File: config.mk
export PLATFORM = sky130hd
export DESIGN_NAME = mux_share_arbiter
export DESIGN_NICKNAME = d
export VERILOG_FILES = /design/src/rtl/mux_share_arbiter.sv
export SDC_FILE = /design/constraint.sdc
export NUM_CORES = 1
export LEC_CHECK = 0
export CAP_MARGIN = 0
export CORE_MARGIN = 2
export CORE_UTILIZATION = 42
export DETAILED_ROUTE_END_ITERATION = 10
export PLACE_DENSITY = 0.78
export SYNTH_ARGS = -nofsm -noshare
export SYNTH_HDL_FRONTEND = slang
export SYNTH_SLANG_ARGS = --single-unit
File: constraint.sdc
create_clock -name clk -period 2.3 [get_ports clk]
set_input_delay 0.23 -clock clk [delete_from_list [all_inputs] [get_ports clk]]
set_output_delay 0.23 -clock clk [all_outputs]
set_load 0.01 [all_outputs]
File: src/rtl/mux_share_arbiter.sv
// Round-robin owner of a shared 2:1 mux bank with a registered, handshaked output stage.
// Each grant is limited to MAX_BURST back-to-back transfers while the other side waits.
module mux_share_arbiter #(
    parameter int WIDTH     = 4,
    parameter int MAX_BURST = 4
) (
    input  logic             clk,
    input  logic             rst,
    input  logic             req_a,
    input  logic [WIDTH-1:0] a,
    input  logic             req_b,
    input  logic [WIDTH-1:0] b,
    output logic             gnt_a,
    output logic             gnt_b,
    output logic             sel,
    output logic [WIDTH-1:0] f,
    output logic             f_valid,
    input  logic             f_ready,
    output logic             busy
);

    localparam int CW = $clog2(MAX_BURST + 1);

    typedef enum logic [1:0] {
        IDLE    = 2'd0,
        GRANT_A = 2'd1,
        GRANT_B = 2'd2
    } state_t;

    state_t           state_q, state_d;
    logic             sel_q, sel_d;
    logic [WIDTH-1:0] f_q, f_d;
    logic             f_valid_q, f_valid_d;
    logic [CW-1:0]    count_q, count_d;
    logic             last_b_q, last_b_d;
    logic [CW-1:0]    count_inc;
    logic             out_ok;

    assign out_ok    = !f_valid_q || f_ready;
    assign count_inc = count_q + 1'b1;

    assign gnt_a   = (state_q == GRANT_A) && out_ok;
    assign gnt_b   = (state_q == GRANT_B) && out_ok;
    assign sel     = sel_q;
    assign f       = f_q;
    assign f_valid = f_valid_q;
    assign busy    = (state_q != IDLE);

    always_comb begin
        state_d   = state_q;
        sel_d     = sel_q;
        f_d       = f_q;
        f_valid_d = f_valid_q;
        count_d   = count_q;
        last_b_d  = last_b_q;

        // A stalled output freezes everything; otherwise the output drains unless refilled.
        if (out_ok) begin
            f_valid_d = 1'b0;
            case (state_q)
                IDLE: begin
                    if (req_a && (!req_b || last_b_q)) begin
                        state_d = GRANT_A;
                    end else if (req_b) begin
                        state_d = GRANT_B;
                    end
                end
                GRANT_A: begin
                    if (!req_a) begin
                        state_d = req_b ? GRANT_B : IDLE;
                    end else begin
                        f_d       = a;
                        f_valid_d = 1'b1;
                        last_b_d  = 1'b0;
                        if (count_inc == CW'(MAX_BURST)) begin
                            count_d = '0;
                            if (req_b) state_d = GRANT_B;
                        end else begin
                            count_d = count_inc;
                        end
                    end
                end
                GRANT_B: begin
                    if (!req_b) begin
                        state_d = req_a ? GRANT_A : IDLE;
                    end else begin
                        f_d       = b;
                        f_valid_d = 1'b1;
                        last_b_d  = 1'b1;
                        if (count_inc == CW'(MAX_BURST)) begin
                            count_d = '0;
                            if (req_a) state_d = GRANT_A;
                        end else begin
                            count_d = count_inc;
                        end
                    end
                end
                default: state_d = IDLE;
            endcase

            // Any ownership change restarts the burst; sel only moves when a grant is entered.
            if (state_d != state_q) begin
                count_d = '0;
                if (state_d != IDLE) sel_d = (state_d == GRANT_B);
            end
        end
    end

    always_ff @(posedge clk) begin
        if (rst) begin
            state_q   <= IDLE;
            sel_q     <= 1'b0;
            f_q       <= '0;
            f_valid_q <= 1'b0;
            count_q   <= '0;
            last_b_q  <= 1'b1;
        end else begin
            state_q   <= state_d;
            sel_q     <= sel_d;
            f_q       <= f_d;
            f_valid_q <= f_valid_d;
            count_q   <= count_d;
            last_b_q  <= last_b_d;
        end
    end

endmodule

==> results.ini <==
[outcome]
status = complete, no violations

[critical_path]
slowest_stage = dfxtp_1
path_cells = inv_2 -> ha_2 -> mux2i_1 -> o221a_2 -> o2111a_1 -> o2111ai_2 -> nor4b_1 -> a211o_1
slowest_delay_ps = 400
start_kind = register
crit_fanout = 7
path_class = register to register
cp.arrival_ps = 2370
endpoint_kind = register
worstPathRequired_ps = 2470

[drt]
first_iter_violations = 14
first_pass_iters = 4
drt-met1-wl_mm = 1.18
wl_mm = 2.44
vias = 920
drc_errors = 0
avgViaCountPerCell = 5.51
drt-wirelength-per-cell_um = 14.6
met3_length_um = 34
top_layer = met4
antenna_left = 0
dr_wl_met2_mm = 1.18

[placed_design]
place_area_um2 = 1280
place_inst = 163
place_ws_ps = -41.9
place.gp.congestion = 0.785
dp_hpwl_mm = 1.81
port_buffers = 21

[floorplanning]
core_area_um2 = 2250
die_h_um = 53.4
ioPinCount = 22
die_x_um = 53.4
row_count = 17
dieArea_um2 = 2850
initial_core_util_pct = 45.4

[sta]
tightest_slew_ps = 458
finalCritPeriodShare_pct = 95.7
finalCriticalPeriod_ps = 2200
fin_worst_skew_ps = 1.91
slew_violations = 0
final-setup-viol-count = 0
slew_headroom_pct = 69.4
fmax_mhz = 454
hold_ws_ps = 492
setup_slack_ps = 98.6
hold_violations = 0

[final_layout]
fin_cells = 167
drive_gt1_share_pct = 23.7
syn_to_final_growth_pct = 32.4
antenna_cells = 0
nNetsFinal = 159
design_area_um2 = 1360

[job]
maxCapViolations = 0

[clocking]
clkSinkCount = 12
path_clk_slew_ps = 80
clockBufferDepth = 2
cts_max_level = 1
cts_tree = built
ctsHoldBuffers = 0
cts_made_buffers = 3
post-cts-setup-buffers = 0
clk_root_buffer_cell = clkbuf_4
clkLatencyLatePin_ps = 280

[global_routing]
overflow = 0
grt_pass1_wl_mm = 3.84
antenna_found_initial = 0
grt_max_degree = 12
grt_pass1_vias = 872
grt_usage_pct = 18.9

[power_and_ir_drop]
p_sw_uw = 473
swShare_pct = 39.5
ir_drop_mv = 0.488
p_comb_share_pct = 59.5
pwr-share-clk_pct = 14.5
seqPwrFrac_pct = 26.0
powerDensity_nw_per_um2 = 884
power.internal_uw = 726
leakagePower_nw = 0.521

[synthesis]
synthTopCellsByArea = dfxtp_1 (23%), ha_1 (7.3%), mux2i_1 (6.8%), nor2_1 (5.9%), a211oi_1 (5.1%)
ys.flop_type = dfxtp_1
netlist_area_um2 = 1020
yosysMostFrequentCell = nor2_1
syn_nets = 131
synth_top_cell_area_share_pct = 23.4
synth-edff-count = 0
synth_cells = 112
ys_seq_elements = 12
yosysSeqAreaShare_pct = 23.4
ys_types = 49
syn_area_per_cell_um2 = 9.15
synth_top_cells_by_count = nor2_1 (16), dfxtp_1 (12), a211oi_1 (7), mux2i_1 (7)
ys_warn_count = 0
synth_top_area_cell = dfxtp_1
async_flop_share_pct = 0

[min_path]
hp-class = register to register

metrics by stage:
| step | TNS (ps) | utilization, % | power (mW) |
|---|---|---|---|
| floorplan | 0 | - | 0.757 |
| global placement | 0 | 56.8 | 0.978 |
| detailed placement | -41.9 | 56.8 | 0.995 |
| CTS | 0 | 58.5 | 1.17 |
| global route | -10.7 | 60.2 | 1.29 |
| finish | 0 | 60.2 | 1.20 |
kinds of logic after synthesis:
family | count (synthesis) | share of synthesized area, %
multiplexers | 8 | 7.94
flip-flops | 12 | 23.4
buffers and inverters | 14 | 8.55
adder cells (fa/ha/maj) | 6 | 7.33
XOR/XNOR | 2 | 2.44
AO/OA/AOI/OAI | 34 | 29.5
AND/OR/NAND/NOR | 36 | 20.8
cells in the final DEF (no fill, tap or decap), drive strengths merged, types with 2 or more instances in the layout:
cell type,instances
nand4,2
o21ai,3
buf,10
a211oi,7
clkbuf,4
mux2i,7
a21oi,3
ha,6
a31o,2
o2111ai,3
clkdlybuf4s50,21
inv,6
a211o,2
a31oi,2
nor2,16
nor2b,4
nor4b,2
and2,2
nand3,2
nand2b,2
dfxtp,12
per-layer routing:
| layer | global-route usage [%] | vias to the layer above |
|---|---|---|
| met2 | 29.4 | 11 |
| met1 | 24.3 | 431 |
| met5 | 0 | - |
| li1 | - | 474 |
| met4 | 10.3 | 0 |
| met3 | 3.39 | 4 |
layout make-up:
type | instances | area (um^2)
fill | 207 | 898
timing repair buffer | 31 | 285
inverter | 6 | 22.5
clock buffer | 4 | 36.3
multi-input combinational | 86 | 737
tap | 28 | 35.0
sequential | 12 | 240
critical path, delay by kind of cell, from the launching register on:
family	cells	cell delay, ps
AOI/OAI and AO/OA	4	1110
DFF	1	400
adders and majority gates	1	250
buffers and inverters	1	160
muxes	1	90
and+or+nand+nor	1	90
repair_timing:
item,CTS,global route
pin swaps,0,0
gates resized for setup,1,8
endpoints found under the setup margin,1,5
path summary, 6_finish.rpt:
check / start / to / slack (ps) / depth (start not counted)
worst min register to register: last_b_q / last_b_q / 490 / 2
worst max register to register: state_q[0] / count_q[2] / 100 / 8
worst min-delay path: last_b_q / last_b_q / 490 / 2
worst max-delay path: state_q[0] / count_q[2] / 100 / 8
power groups by stage:
| stage | clock, mW | combinational, mW | sequential [mW] |
|---|---|---|---|
| after floorplan | 0 | 0.438 | 0.320 |
| after global placement | 0 | 0.667 | 0.311 |
| after detailed placement | 0 | 0.682 | 0.313 |
| after CTS | 0.178 | 0.687 | 0.307 |
| after global routing | 0.186 | 0.781 | 0.320 |
| final | 0.174 | 0.714 | 0.312 |
state kept, by name, indices dropped and copies added (netlist names):
signal    cells
f             4
f_valid       1
sel           1
state_q       2
count_q       3
last_b_q      1
Note: power is estimated with default switching activity, not from simulation.
